File: src/rtl/midi_pkg.sv
// Shared MIDI constants, message layout and helpers for the MIDI message receiver.
package midi_pkg;

    localparam logic [3:0] NOTE_OFF    = 4'h8;
    localparam logic [3:0] NOTE_ON     = 4'h9;
    localparam logic [3:0] POLY_AT     = 4'hA;
    localparam logic [3:0] CTRL_CHANGE = 4'hB;
    localparam logic [3:0] PROG_CHANGE = 4'hC;
    localparam logic [3:0] CHAN_AT     = 4'hD;
    localparam logic [3:0] PITCH_BEND  = 4'hE;

    localparam int unsigned MSG_STATUS_LSB = 20;
    localparam int unsigned MSG_CHAN_LSB   = 16;
    localparam int unsigned MSG_DATA1_LSB  = 8;
    localparam int unsigned MSG_DATA2_LSB  = 0;

    typedef logic [23:0] midi_msg_t;

    function automatic int unsigned bit_ticks(input int unsigned clk_hz, input int unsigned baud);
        return clk_hz / baud;
    endfunction

    function automatic logic two_data_bytes(input logic [3:0] status);
        logic two;
        case (status)
            NOTE_OFF, NOTE_ON, POLY_AT, CTRL_CHANGE, PITCH_BEND: two = 1'b1;
            PROG_CHANGE, CHAN_AT:                                two = 1'b0;
            default:                                             two = 1'b1;
        endcase
        return two;
    endfunction

    // Zero-velocity note-on is reported as note-off when requested.
    function automatic midi_msg_t make_msg(input logic [7:0] status_byte, input logic [7:0] d1,
                                           input logic [7:0] d2, input logic vel0_as_off);
        midi_msg_t m;
        m = '0;
        if (vel0_as_off && (status_byte[7:4] == NOTE_ON) && (d2 == 8'h00)) begin
            m[MSG_STATUS_LSB +: 4] = NOTE_OFF;
        end else begin
            m[MSG_STATUS_LSB +: 4] = status_byte[7:4];
        end
        m[MSG_CHAN_LSB  +: 4] = status_byte[3:0];
        m[MSG_DATA1_LSB +: 8] = d1;
        m[MSG_DATA2_LSB +: 8] = d2;
        return m;
    endfunction

endpackage

File: src/rtl/midi_message_rx_if.sv
// Message-queue side of the MIDI receiver: FWFT head, occupancy and emit notification.
interface midi_message_rx_if #(
    parameter int unsigned CNT_W = 3
);
    logic             msg_pop;
    logic [23:0]      msg_data;
    logic             msg_empty;
    logic [CNT_W-1:0] msg_count;
    logic [31:0]      msg_latest;
    logic             msg_valid;

    modport master (
        input  msg_pop,
        output msg_data, msg_empty, msg_count, msg_latest, msg_valid
    );

    modport slave (
        output msg_pop,
        input  msg_data, msg_empty, msg_count, msg_latest, msg_valid
    );
endinterface

File: src/rtl/midi_uart_byte_rx.sv
// 8N1 byte receiver: two-flop synchronizer, mid-bit sampling, framing check on the stop bit.
module midi_uart_byte_rx #(
    parameter int unsigned BIT_TICKS = 3200
) (
    input  logic       clk,
    input  logic       reset,
    input  logic       rx_in,
    output logic [7:0] rx_byte,
    output logic       byte_valid,
    output logic       framing_err,
    output logic       busy
);

    localparam int unsigned CNT_W = $clog2(BIT_TICKS);
    localparam logic [CNT_W-1:0] HALF_CNT = CNT_W'(BIT_TICKS / 2);
    localparam logic [CNT_W-1:0] LAST_CNT = CNT_W'(BIT_TICKS - 1);
    localparam logic [CNT_W-1:0] CNT_ONE  = CNT_W'(1);

    localparam logic [1:0] ST_IDLE  = 2'd0;
    localparam logic [1:0] ST_START = 2'd1;
    localparam logic [1:0] ST_DATA  = 2'd2;
    localparam logic [1:0] ST_STOP  = 2'd3;

    logic             sync1_r;
    logic             sync2_r;
    logic [1:0]       state_r;
    logic [CNT_W-1:0] cnt_r;
    logic [2:0]       bit_idx_r;
    logic [7:0]       shift_r;

    // Metastability synchronizer; idles high so reset never looks like a start bit.
    always_ff @(posedge clk) begin
        if (reset) begin
            sync1_r <= 1'b1;
            sync2_r <= 1'b1;
        end else begin
            sync1_r <= rx_in;
            sync2_r <= sync1_r;
        end
    end

    // Byte framing FSM with single-cycle byte_valid / framing_err pulses.
    always_ff @(posedge clk) begin
        if (reset) begin
            state_r     <= ST_IDLE;
            cnt_r       <= '0;
            bit_idx_r   <= 3'd0;
            shift_r     <= 8'h00;
            rx_byte     <= 8'h00;
            byte_valid  <= 1'b0;
            framing_err <= 1'b0;
        end else begin
            byte_valid  <= 1'b0;
            framing_err <= 1'b0;
            case (state_r)
                ST_IDLE: begin
                    cnt_r <= '0;
                    if (!sync2_r) begin
                        state_r <= ST_START;
                    end
                end
                ST_START: begin
                    if (cnt_r == HALF_CNT) begin
                        cnt_r     <= '0;
                        bit_idx_r <= 3'd0;
                        // A start bit that has gone high again by mid-bit is just noise.
                        state_r   <= sync2_r ? ST_IDLE : ST_DATA;
                    end else begin
                        cnt_r <= cnt_r + CNT_ONE;
                    end
                end
                ST_DATA: begin
                    if (cnt_r == LAST_CNT) begin
                        cnt_r   <= '0;
                        shift_r <= {sync2_r, shift_r[7:1]};
                        if (bit_idx_r == 3'd7) begin
                            state_r <= ST_STOP;
                        end else begin
                            bit_idx_r <= bit_idx_r + 3'd1;
                        end
                    end else begin
                        cnt_r <= cnt_r + CNT_ONE;
                    end
                end
                ST_STOP: begin
                    if (cnt_r == LAST_CNT) begin
                        cnt_r   <= '0;
                        state_r <= ST_IDLE;
                        if (sync2_r) begin
                            rx_byte    <= shift_r;
                            byte_valid <= 1'b1;
                        end else begin
                            framing_err <= 1'b1;
                        end
                    end else begin
                        cnt_r <= cnt_r + CNT_ONE;
                    end
                end
                default: begin
                    state_r <= ST_IDLE;
                    cnt_r   <= '0;
                end
            endcase
        end
    end

    assign busy = (state_r != ST_IDLE);

endmodule

File: src/rtl/midi_message_rx.sv
// MIDI channel-voice message assembler with running status, feeding a small FWFT message queue.
module midi_message_rx
    import midi_pkg::*;
#(
    parameter int unsigned CLK_HZ      = 100_000_000,
    parameter int unsigned BAUD        = 31250,
    parameter int unsigned FIFO_DEPTH  = 4,
    parameter bit          VEL0_AS_OFF = 1'b1
) (
    input  logic              CLK100MHZ,
    input  logic              reset,
    input  logic              midi_in,
    midi_message_rx_if.master msg,
    output logic              rx_busy,
    output logic              framing_err,
    output logic              overrun
);

    localparam int unsigned BIT_TICKS = bit_ticks(CLK_HZ, BAUD);
    localparam int unsigned PTR_W     = $clog2(FIFO_DEPTH);
    localparam int unsigned CNT_W     = PTR_W + 1;
    localparam logic [CNT_W-1:0] FULL_CNT = CNT_W'(FIFO_DEPTH);
    localparam logic [CNT_W-1:0] CNT_ONE  = CNT_W'(1);
    localparam logic [PTR_W-1:0] PTR_ONE  = PTR_W'(1);

    logic [7:0] rx_byte_s;
    logic       byte_valid_s;
    logic       byte_ferr_s;

    midi_uart_byte_rx #(
        .BIT_TICKS (BIT_TICKS)
    ) u_byte_rx (
        .clk         (CLK100MHZ),
        .reset       (reset),
        .rx_in       (midi_in),
        .rx_byte     (rx_byte_s),
        .byte_valid  (byte_valid_s),
        .framing_err (byte_ferr_s),
        .busy        (rx_busy)
    );

    assign framing_err = byte_ferr_s;

    logic [7:0] status_r, status_nxt_s;
    logic       rs_valid_r, rs_valid_nxt_s;
    logic       idx_r, idx_nxt_s;
    logic [7:0] data1_r, data1_nxt_s;
    logic       emit_s;
    midi_msg_t  emit_msg_s;

    // Byte classification and message assembly.
    always_comb begin
        status_nxt_s   = status_r;
        rs_valid_nxt_s = rs_valid_r;
        idx_nxt_s      = idx_r;
        data1_nxt_s    = data1_r;
        emit_s         = 1'b0;
        emit_msg_s     = '0;
        if (byte_ferr_s) begin
            idx_nxt_s = 1'b0;
        end else if (!byte_valid_s) begin
            idx_nxt_s = idx_r;
        end else if (rx_byte_s >= 8'hF8) begin
            // Real-time bytes may interleave anywhere without disturbing a message.
            idx_nxt_s = idx_r;
        end else if (rx_byte_s >= 8'hF0) begin
            rs_valid_nxt_s = 1'b0;
            idx_nxt_s      = 1'b0;
        end else if (rx_byte_s[7]) begin
            status_nxt_s   = rx_byte_s;
            rs_valid_nxt_s = 1'b1;
            idx_nxt_s      = 1'b0;
        end else if (!rs_valid_r) begin
            idx_nxt_s = idx_r;
        end else if (!idx_r && two_data_bytes(status_r[7:4])) begin
            data1_nxt_s = rx_byte_s;
            idx_nxt_s   = 1'b1;
        end else if (!idx_r) begin
            emit_s     = 1'b1;
            emit_msg_s = make_msg(status_r, rx_byte_s, 8'h00, VEL0_AS_OFF);
            idx_nxt_s  = 1'b0;
        end else begin
            emit_s     = 1'b1;
            emit_msg_s = make_msg(status_r, data1_r, rx_byte_s, VEL0_AS_OFF);
            idx_nxt_s  = 1'b0;
        end
    end

    // Parser registers; status survives completed messages for running status.
    always_ff @(posedge CLK100MHZ) begin
        if (reset) begin
            status_r   <= 8'h00;
            rs_valid_r <= 1'b0;
            idx_r      <= 1'b0;
            data1_r    <= 8'h00;
        end else begin
            status_r   <= status_nxt_s;
            rs_valid_r <= rs_valid_nxt_s;
            idx_r      <= idx_nxt_s;
            data1_r    <= data1_nxt_s;
        end
    end

    midi_msg_t        fifo_mem_r [FIFO_DEPTH];
    logic [PTR_W-1:0] wr_ptr_r;
    logic [PTR_W-1:0] rd_ptr_r;
    logic [CNT_W-1:0] count_r;
    logic             pop_ok_s;
    logic             push_ok_s;
    logic             drop_s;

    // A pop in the same cycle frees the slot, so a full queue can still accept.
    assign pop_ok_s  = msg.msg_pop && (count_r != '0);
    assign push_ok_s = emit_s && ((count_r != FULL_CNT) || pop_ok_s);
    assign drop_s    = emit_s && (count_r == FULL_CNT) && !pop_ok_s;

    // Message queue storage, pointers and occupancy.
    always_ff @(posedge CLK100MHZ) begin
        if (reset) begin
            fifo_mem_r <= '{default: '0};
            wr_ptr_r   <= '0;
            rd_ptr_r   <= '0;
            count_r    <= '0;
        end else begin
            if (push_ok_s) begin
                fifo_mem_r[wr_ptr_r] <= emit_msg_s;
                wr_ptr_r             <= wr_ptr_r + PTR_ONE;
            end
            if (pop_ok_s) begin
                rd_ptr_r <= rd_ptr_r + PTR_ONE;
            end
            case ({push_ok_s, pop_ok_s})
                2'b10:   count_r <= count_r + CNT_ONE;
                2'b01:   count_r <= count_r - CNT_ONE;
                default: count_r <= count_r;
            endcase
        end
    end

    logic      msg_valid_r;
    midi_msg_t latest_r;
    logic      overrun_r;

    // Emit notification, last-message holding register and sticky overrun.
    always_ff @(posedge CLK100MHZ) begin
        if (reset) begin
            msg_valid_r <= 1'b0;
            latest_r    <= '0;
            overrun_r   <= 1'b0;
        end else begin
            msg_valid_r <= emit_s;
            if (emit_s) begin
                latest_r <= emit_msg_s;
            end
            if (drop_s) begin
                overrun_r <= 1'b1;
            end
        end
    end

    assign msg.msg_data   = fifo_mem_r[rd_ptr_r];
    assign msg.msg_empty  = (count_r == '0);
    assign msg.msg_count  = count_r;
    assign msg.msg_latest = {8'h00, latest_r};
    assign msg.msg_valid  = msg_valid_r;
    assign overrun        = overrun_r;

endmodule

File: src/flat_wrapper.sv
// flat-port wrapper written by rule: the top's interface ports become plain ports
module midi_message_rx_flat import midi_pkg::*;
#(
    parameter int unsigned CLK_HZ      = 100_000_000,
    parameter int unsigned BAUD        = 31250,
    parameter int unsigned FIFO_DEPTH  = 4,
    parameter bit          VEL0_AS_OFF = 1'b1
)
  (CLK100MHZ, reset, midi_in, rx_busy, framing_err, overrun, msg_msg_pop, msg_msg_data, msg_msg_empty, msg_msg_count, msg_msg_latest, msg_msg_valid);
  midi_message_rx_if msg_i ();
  input  logic CLK100MHZ;
  input  logic reset;
  input  logic midi_in;
  output logic rx_busy;
  output logic framing_err;
  output logic overrun;
  input wire logic [$bits(msg_i.msg_pop)-1:0] msg_msg_pop;
  output wire logic [$bits(msg_i.msg_data)-1:0] msg_msg_data;
  output wire logic [$bits(msg_i.msg_empty)-1:0] msg_msg_empty;
  output wire logic [$bits(msg_i.msg_count)-1:0] msg_msg_count;
  output wire logic [$bits(msg_i.msg_latest)-1:0] msg_msg_latest;
  output wire logic [$bits(msg_i.msg_valid)-1:0] msg_msg_valid;
  assign msg_i.msg_pop = msg_msg_pop;
  assign msg_msg_data = msg_i.msg_data;
  assign msg_msg_empty = msg_i.msg_empty;
  assign msg_msg_count = msg_i.msg_count;
  assign msg_msg_latest = msg_i.msg_latest;
  assign msg_msg_valid = msg_i.msg_valid;
  midi_message_rx #(.CLK_HZ(CLK_HZ), .BAUD(BAUD), .FIFO_DEPTH(FIFO_DEPTH), .VEL0_AS_OFF(VEL0_AS_OFF)) u_core (.CLK100MHZ(CLK100MHZ), .reset(reset), .midi_in(midi_in), .msg(msg_i), .rx_busy(rx_busy), .framing_err(framing_err), .overrun(overrun));
endmodule
File: config.mk
export PLATFORM = sky130hd
export DESIGN_NAME = midi_message_rx_flat
export DESIGN_NICKNAME = d
export VERILOG_FILES = /design/src/rtl/midi_pkg.sv /design/src/rtl/midi_message_rx_if.sv /design/src/rtl/midi_uart_byte_rx.sv /design/src/rtl/midi_message_rx.sv /design/src/flat_wrapper.sv
export SDC_FILE = /design/constraint.sdc
export NUM_CORES = 1
export LEC_CHECK = 0
export ABC_AREA = 1
export CAP_MARGIN = 20
export CELL_PAD_IN_SITES_DETAIL_PLACEMENT = 0
export CELL_PAD_IN_SITES_GLOBAL_PLACEMENT = 1
export CORE_MARGIN = 5
export CORE_UTILIZATION = 30
export CTS_CLUSTER_DIAMETER = 150
export DETAILED_ROUTE_END_ITERATION = 8
export PLACE_DENSITY_LB_ADDON = 0.1
export SLEW_MARGIN = 20
export SYNTH_ARGS = -nofsm -noshare
export SYNTH_HDL_FRONTEND = slang
export SYNTH_SLANG_ARGS = --single-unit
File: constraint.sdc
create_clock -name CLK100MHZ -period 2.5 [get_ports CLK100MHZ]
set_clock_uncertainty 0.05 [all_clocks]
set_input_delay 0.625 -clock CLK100MHZ [delete_from_list [all_inputs] [get_ports CLK100MHZ]]
set_output_delay 0.625 -clock CLK100MHZ [all_outputs]
set_load 0.01 [all_outputs]
==> results.md, run 1 <==
- Syn_area_per_cell: 7.15 µm²
- H-tree depth: 4
- Vias/cell: 4.55
- Worst setup SP type: register
- Final Setup Violations: 0
- CP delay by family, top: buffers and inverters
- PwrDens: 631 nW/µm²
- Nets: 1155
- Ys Warns: 0
- Final Cycle Share: 97.6%
- CP Launch Point: u_core.rd_ptr_r[0]
- Die Wd: 169 µm
- Final Instance Area: 9380 µm²
- Fin crit period: 2.44 ns
- Crit Path Category: reg2out
- CTS clock-pin slew for the worst setup and hold paths: 0.07 ns
- Launch point of the worst hold path: u_core.u_byte_rx.sync1_r
- ANT nets after route: 0
- RSZ-0062 raised after global routing: yes
- Routability cong.: 0.773
- Fraction of registers with async set/reset: 0%
- IO Port Bufs: 55
- Fraction of layout cells with a size suffix above 1: 11.2%
- Max VDD drop: 0.386 mV
- TNS Setup: 0 ns
- Worst EP arrival: 1.76 ns
- Ports: 68
- # clock sinks: 173
- Slew @ Worst Pin: 0.908 ns
- Cts bufs inserted: 17
- CP max stage delay: 0.37 ns
- Die Y: 169 µm
- Worst path most repeated cell: a21oi_1
- Post-Syn Instances: 1065
- DRT iter0 DRCs: 376
- Fin. Hold Viols: 0
- Top cell type by total area after synthesis: dfxtp_1
- Register bit count reported by yosys: 173
- Detailed placement HPWL: 14600 µm
- Max Clk Rate: 410 MHz
- Initial antenna violation count: 0
- Top post-synthesis cells by area: dfxtp_1 (46%), nand2_1 (11%), a21oi_1 (9.2%), nor2_1 (6.9%), o21ai_0 (5.9%)
- Core box area: 25100 µm²
- Inserted Diodes: 0
- Placed instance area: 8750 µm²
- Sequential share of the synthesized area: 45.5%
- Die area: 28700 µm²
- Most frequent cells in the layout: nand2_1 (228), dfxtp_1 (172), nor2_1 (140), a21oi_1 (133), inv_1 (106)
- Clock buffer depth: 2
- Total of max-cap violations: 0
- Top_reg_cell synth: dfxtp_1
- CTS tree: built
- Most common cell after layout, fill and taps aside: nand2_1
- Crit path buf inv count: 4
- Crit-path cells: clkinvlp_4 > buf_4 > clkbuf_16 > a21oi_1 > a21oi_1 > dlygate4sd2_1
- Hold crit path type: reg2reg
- GRT Overall Usage: 16.2%
- Area grow syn2layout: 23.2%
- Slew HR: 39.5%
- Row count: 58
- Required time of the worst setup path: 1.82 ns
- Initial Utilization: 30.3%
- First-pass detailed-route iteration total: 4
- DRC Markers: 0
- Fillers: 2720
- Detailed-route wire length: 23100 µm
- Post-synth EDFFs: 0
- Clk_lat worst skew: 0.43 ns
- Reg-to-Reg Start: u_core.u_byte_rx.rx_byte[4]
- WL/cell: 15.5 µm
- Yosys top cell area share: 45.5%
- Grt ovf: 0
- Crit path max fanout: 17
- Unique cell type count in the Yosys netlist: 31
- Outcome: completed
- Largest net degree at the start of global routing: 75
- Max stage delay cell, worst path: dfxtp_4
- Root Buffer: clkbuf_16
- Vias post-DR: 6746
- Vias in the first global route: 6623
- First-pass GRT wire length: 36600 µm
- Leakage Power: 4.06 nW
- Worst setup EP type: output port
- Mapped Area: 7610 µm²
- Final Max Tran Viols: 0
## timing repair
action | CTS | global route
buffers inserted | 0 | 1
gates cloned | 1 | 1
setup endpoints to repair | 22 | 12
hold buffers | 0 | 0
gates resized for setup | 32 | 33
## sequential cells by signal, summed over array words and instances (netlist names), 2 cells and up, named ones only
register	flops
u_core.rd_ptr_r	2
u_core.latest_r	22
u_core.wr_ptr_r	2
u_core.status_r	8
u_core.u_byte_rx.cnt_r	12
u_core.msg.msg_count	3
u_core.u_byte_rx.shift_r	8
u_core.data1_r	7
u_core.fifo_mem_r	88
u_core.u_byte_rx.bit_idx_r	3
u_core.u_byte_rx.rx_byte	8
## metal layers
| layer | GRT usage [%] | up-vias | part of all wire, % |
|---|---|---|---|
| li1 | - | 3546 | - |
| met1 | 21.7 | 3096 | 48 |
| met2 | 27.2 | 85 | 48 |
| met3 | 2.33 | 19 | 2.4 |
| met4 | 4.94 | 0 | 1.3 |
| met5 | 0 | - | 0 |
## metrics by stage
step,power [mW],setup WS [ns],utilization [%],hold slack (ns),cells
floorplan,3.16,0.104,-,0.339,1076
global placement,3.38,-0.0351,34.9,0.400,1449
detailed placement,3.38,-0.0352,34.9,0.397,1449
CTS,5.97,0.0136,37.2,0.413,1482
global route,6.18,-0.0333,37.3,0.429,1484
finish,5.92,0.0601,37.3,0.408,1484
## power breakdown
group | switching (mW) | internal, mW
logic | 0.326 | 0.200
registers | 0.0232 | 2.78
clock network | 1.18 | 1.41
## cell families (layout without fill, tap and decap cells)
family | count (synthesis) | count (layout) | share of synthesized area [%]
xor gates and xnor gates | 6 | 6 | 0.690
AOI/OAI and AO/OA | 240 | 240 | 16.0
and+or+nand+nor | 456 | 456 | 25.8
other | 1 | 12 | 0.0493
buffers and inverters | 179 | 257 | 10.3
DFF | 173 | 173 | 45.5
adders and majority gates | 10 | 10 | 1.74
## synth_stat cells, types with 3 or more instances
library cell	count
a21oi_1	140
buf_2	10
buf_4	18
buf_6	4
clkbuf_1	32
dfxtp_1	173
ha_1	9
inv_1	108
inv_2	6
nand2_1	228
nand3_1	22
nand3_2	3
nand4_1	6
nor2_1	140
nor2_2	3
nor3_1	23
nor3b_1	22
o21ai_0	90
o22ai_1	8
xor2_1	6
## worst paths after layout
path	to	slack, ns	cells past startpoint
max	msg_msg_data[14]	0.06	6
min	u_core.u_byte_rx.sync2_r	0.41	1
max reg2reg	u_core.msg.msg_count[2]	0.32	13
min reg2reg	u_core.u_byte_rx.sync2_r	0.41	1
## cell type report
class	instances	area, µm²	area share (%)
Sequential cell	173	3470	37.0
Multi-Input combinational cell	724	3440	36.7
Timing Repair Buffer	110	1060	11.3
Clock buffer	20	447	4.76
Inverter	115	435	4.64
Tap cell	330	413	4.40
Clock inverter	12	113	1.20
## worst register-to-register path: cells and delay by family, from the launching register on
kind,cells,cell delay (ns)
AND/OR/NAND/NOR,6,0.65
adder cells (fa/ha/maj),2,0.53
AO/OA/AOI/OAI,4,0.45
flip-flops,1,0.34
buffers and inverters,1,0.06
Power figures use the tool's default switching activity.
==> inputs of run 2 (changes only) <==
--- a/config.mk
+++ b/config.mk
@@ -13,6 +13,7 @@
 export CORE_UTILIZATION = 30
 export CTS_CLUSTER_DIAMETER = 150
 export DETAILED_ROUTE_END_ITERATION = 8
+export GPL_TIMING_DRIVEN = 0
 export PLACE_DENSITY_LB_ADDON = 0.1
 export SLEW_MARGIN = 20
 export SYNTH_ARGS = -nofsm -noshare
==> results.md, run 2 (synthesis results as in run 1) <==
- Outcome: completed
- Root Buffer: clkbuf_16
- Final Instance Area: 9310 µm²
- Largest register FFs: 88
- H-tree depth: 4
- # clock sinks: 173
- Reg-to-Reg Start: u_core.u_byte_rx.rx_byte[6]
- Die area: 28700 µm²
- Crit Path Category: reg2out
- Die Wd: 169 µm
- Most frequent cells in the layout: nand2_1 (227), dfxtp_1 (169), nor2_1 (140), a21oi_1 (132), inv_1 (107)
- R2r setup slk: 0.22 ns
- CTS tree: built
- Detailed placement HPWL: 17800 µm
- Vias/cell: 4.61
- Die Y: 169 µm
- Vias post-DR: 6873
- Largest regs: u_core.fifo_mem_r (88), u_core.latest_r (22), u_core.u_byte_rx.cnt_r (12)
- Fin. Hold Viols: 0
- Initial Utilization: 30.3%
- CTS clock-pin slew for the worst setup and hold paths: 0.07 ns
- DRT iter0 DRCs: 322
- Routability cong.: 0.814
- GRT Overall Usage: 18.1%
- Most common cell after layout, fill and taps aside: nand2_1
- Place WS: -0.729 ns
- Largest Register: u_core.fifo_mem_r
- Clock buffer depth: 2
- Final Max Tran Viols: 0
- R2R depth: 13
- Slew @ Worst Pin: 1.10 ns
- R2r endpoint: u_core.msg.msg_count[2]
- Max VDD drop: 0.383 mV
- Hold path cells: 1
- Final Setup Violations: 0
- CP Launch Point: u_core.rd_ptr_r[1]
- Worst EP arrival: 1.76 ns
- Worst setup EP type: output port
- Hold crit path type: reg2reg
- Final Cycle Share: 97.4%
- Max Clk Rate: 411 MHz
- Fillers: 2723
- Vias in the first global route: 6677
- Inserted Diodes: 0
- Clk_lat worst skew: 0.43 ns
- Hold-fix buffers at CTS: 0
- Multi-input gate area: 3450 µm²
- Detailed-route wire length: 25300 µm
- Area grow syn2layout: 22.3%
- Placed instance area: 8620 µm²
- Total of max-cap violations: 0
- Fraction of layout cells with a size suffix above 1: 10.8%
- TNS Setup: 0 ns
- Reg area: 3470 µm²
- Setup crit end: msg_msg_data[12]
- Worst setup SP type: register
- Dpl cells: 1461
- Nets: 1164
- ANT nets after route: 0
- Initial antenna violation count: 0
- Slew HR: 25.9%
- Ports: 68
- Leakage Power: 3.94 nW
- Row count: 58
- Largest net degree at the start of global routing: 17
- WL/cell: 17.0 µm
- Crit path max fanout: 10
- First-pass GRT wire length: 39700 µm
- RSZ-0062 raised after global routing: no
- PwrDens: 667 nW/µm²
- Core box area: 25100 µm²
- Non-Filler Instances: 1492
- DRC Markers: 0
- Required time of the worst setup path: 1.82 ns
- Cts bufs inserted: 17
- Fin crit period: 2.43 ns
- Setup ws final: 0.0662 ns
- Post-layout total power: 6.21 mW
- IO Port Bufs: 55
- First-pass detailed-route iteration total: 5
- Grt ovf: 0
==> run 2: cell count changes in the layout (fill, tap and decap cells not counted), moves of 6 or more <==
cell / previous run / this run
buf_12: 8 / 0
dlygate4sd2_1: 12 / 3
clkbuf_2: 6 / 12
buf_4: 43 / 19
buf_2: 3 / 13
clkbuf_1: 2 / 21
==> run 2: report_power, final <==
| part | switching [mW] | internal [mW] |
|---|---|---|
| clock network | 1.17 | 1.70 |
| registers | 0.0257 | 2.78 |
| logic | 0.352 | 0.186 |
| total | 1.54 | 4.66 |
==> run 2: cell type report <==
type                            count  area share (%)
Multi-Input combinational cell    724            37.0
Buffer                             63            4.57
Timing Repair Buffer               56            5.42
Sequential cell                   173            37.3
Tap cell                          330            4.44
Clock buffer                       21            4.84
Inverter                          115            4.64
Clock inverter                     10            1.77
==> run 2: stage by stage <==
| stage | utilization, % | hold slack, ns |
|---|---|---|
| 2_1_floorplan | - | 0.339 |
| 3_3_place_gp | 34.3 | 0.370 |
| 3_5_place_dp | 34.3 | 0.360 |
| 4_1_cts | 37.1 | 0.400 |
| 5_1_grt | 37.1 | 0.408 |
| 6_report | 37.1 | 0.390 |
==> run 2: what timing repair did <==
item | 4_1_cts | 5_1_grt
setup buffers | 1 | 0
setup endpoints to repair | 23 | 21
pin swaps | 5 | 4
gates resized for setup | 81 | 31
==> run 2: worst min path at each step <==
stage / startpoint / end / slack (ns)
5_1_grt: u_core.u_byte_rx.sync1_r / u_core.u_byte_rx.sync2_r / 0.41
4_1_cts: u_core.u_byte_rx.sync1_r / u_core.u_byte_rx.sync2_r / 0.40
6_report: u_core.u_byte_rx.sync1_r / u_core.u_byte_rx.sync2_r / 0.39
2_1_floorplan: u_core.u_byte_rx.sync1_r / u_core.u_byte_rx.sync2_r / 0.34
3_5_place_dp: u_core.u_byte_rx.sync1_r / u_core.u_byte_rx.sync2_r / 0.36
3_3_place_gp: u_core.u_byte_rx.sync1_r / u_core.u_byte_rx.sync2_r / 0.37
==> run 2: worst max-delay path, cell delays in order (launching register included) <==
cell and delay, ns:
dfxtp_4 0.38, inv_1 0.09, clkbuf_8 0.18, buf_8 0.16
a21oi_1 0.07, a21oi_2 0.19, clkdlybuf4s15_1 0.26
==> run 2: layer usage <==
| metal | vias up | wire length, µm | track usage, % |
|---|---|---|---|
| met2 | 117 | 12200 | 30.5 |
| met4 | 0 | 399 | 4.73 |
| met5 | - | 0 | 0 |
| li1 | 3548 | - | - |
| met3 | 27 | 838 | 2.96 |
| met1 | 3181 | 11900 | 24.1 |
==> inputs of run 3 (changes only) <==
--- a/config.mk
+++ b/config.mk
@@ -10,11 +10,12 @@
 export CELL_PAD_IN_SITES_DETAIL_PLACEMENT = 0
 export CELL_PAD_IN_SITES_GLOBAL_PLACEMENT = 1
 export CORE_MARGIN = 5
-export CORE_UTILIZATION = 30
+export CORE_UTILIZATION = 38
 export CTS_CLUSTER_DIAMETER = 150
 export DETAILED_ROUTE_END_ITERATION = 8
 export GPL_TIMING_DRIVEN = 0
 export PLACE_DENSITY_LB_ADDON = 0.1
+export SKIP_CTS_REPAIR_TIMING = 1
 export SLEW_MARGIN = 20
 export SYNTH_ARGS = -nofsm -noshare
 export SYNTH_HDL_FRONTEND = slang
==> results.md, run 3 (synthesis results as in run 1) <==
- Leakage Power: 4.30 nW
- Die Y: 152 µm
- Clock buffer depth: 2
- Placed instance area: 8530 µm²
- H-tree depth: 4
- GRT Overall Usage: 20.8%
- RSZ-0062 raised after global routing: no
- Max VDD drop: 0.535 mV
- Die Wd: 152 µm
- Max Clk Rate: 414 MHz
- Largest regs: u_core.fifo_mem_r (88), u_core.latest_r (22), u_core.u_byte_rx.cnt_r (12)
- Worst EP arrival: 1.74 ns
- Launch point of the worst hold path: u_core.u_byte_rx.sync1_r
- Hold crit path type: reg2reg
- Required time of the worst setup path: 1.82 ns
- CP Launch Point: u_core.rd_ptr_r[1]
- TNS Setup: 0 ns
- Most frequent cells in the layout: nand2_1 (227), dfxtp_1 (167), nor2_1 (140), a21oi_1 (139), inv_1 (108)
- PwrDens: 655 nW/µm²
- Slew @ Worst Pin: 0.929 ns
- Initial Utilization: 38.9%
- Initial antenna violation count: 0
- Most common cell after layout, fill and taps aside: nand2_1
- Largest register FFs: 88
- Final Max Tran Viols: 0
- CTS tree: built
- Vias post-DR: 6857
- Nets: 1165
- Grt ovf: 0
- ANT nets after route: 0
- Fin crit period: 2.41 ns
- Detailed-route wire length: 23200 µm
- Post-layout total power: 6.07 mW
- Root Buffer: clkbuf_16
- Ports: 68
- Setup ws final: 0.0856 ns
- Reg-to-Reg Start: u_core.u_byte_rx.rx_byte[7]
- Dpl cells: 1396
- DRT iter0 DRCs: 344
- # clock sinks: 173
- Vias in the first global route: 6482
- Outcome: completed
- Fin. Hold Viols: 0
- Inserted Diodes: 0
- CTS clock-pin slew for the worst setup and hold paths: 0.07 ns
- Crit path max fanout: 10
- Slew HR: 37.6%
- Detailed placement HPWL: 16400 µm
- Core box area: 19600 µm²
- Routability cong.: 0.864
- First-pass GRT wire length: 36700 µm
- Largest Register: u_core.fifo_mem_r
- Place WS: -0.735 ns
- Worst setup SP type: register
- Non-Filler Instances: 1429
- WL/cell: 16.2 µm
- Die area: 23000 µm²
- Clk_lat worst skew: 0.43 ns
- Final Instance Area: 9270 µm²
- IO Port Bufs: 55
- Final Cycle Share: 96.6%
- Largest net degree at the start of global routing: 17
- Crit Path Category: reg2out
- Final Setup Violations: 0
- Vias/cell: 4.80
- Worst setup EP type: output port
- Fraction of layout cells with a size suffix above 1: 9.28%
- First-pass detailed-route iteration total: 5
- Area grow syn2layout: 21.8%
- DRC Markers: 0
- Row count: 51
- Fillers: 2086
- Cts bufs inserted: 17
- Total of max-cap violations: 0
run 3: worst paths after layout:
| kind | end | slack [ns] | depth (start not counted) |
|---|---|---|---|
| hold reg to reg | u_core.u_byte_rx.sync2_r | 0.38 | 1 |
| hold / removal | u_core.u_byte_rx.sync2_r | 0.38 | 1 |
| setup reg to reg | u_core.msg.msg_count[2] | 0.26 | 13 |
| setup / recovery | msg_msg_data[12] | 0.09 | 6 |
run 3: critical path, cell delays in order, from the launching register on:
cell and delay (ns):
dfxtp_2 0.43, inv_1 0.07, buf_4 0.18, buf_6 0.16, a21oi_1 0.16, a21oi_1 0.12, dlymetal6s2s_1 0.18
run 3: report_power, final:
group	total [mW]	leakage, nW	internal (mW)	switching [mW]
combinational	0.537	2.61	0.198	0.339
sequential	2.81	1.40	2.78	0.0257
clock	2.73	0.285	1.52	1.21
total	6.07	4.30	4.50	1.57
run 3: cell type report:
cell class	instances	area [µm²]	area share (%)
clock inverters	14	158	1.70
well taps	265	332	3.58
repair buffers	57	621	6.70
flip-flops and latches	173	3470	37.5
inverters	115	432	4.66
clock buffers	18	439	4.74
plain buffers	63	402	4.33
multi-input cells	724	3410	36.8
run 3: through the flow:
step	hold WS (ns)	utilization, %
floorplan	0.339	-
global placement	0.358	43.6
detailed placement	0.357	43.6
CTS	0.379	46.6
global route	0.410	47.3
finish	0.378	47.3
run 3: per-layer routing:
metal  track usage, %  vias up  share of wire [%]
li1                 -     3565                  -
met3             3.48       24                4.1
met4             5.48        0                1.7
met2             33.9      139                 46
met5                0        -                  0
met1             28.8     3129                 48
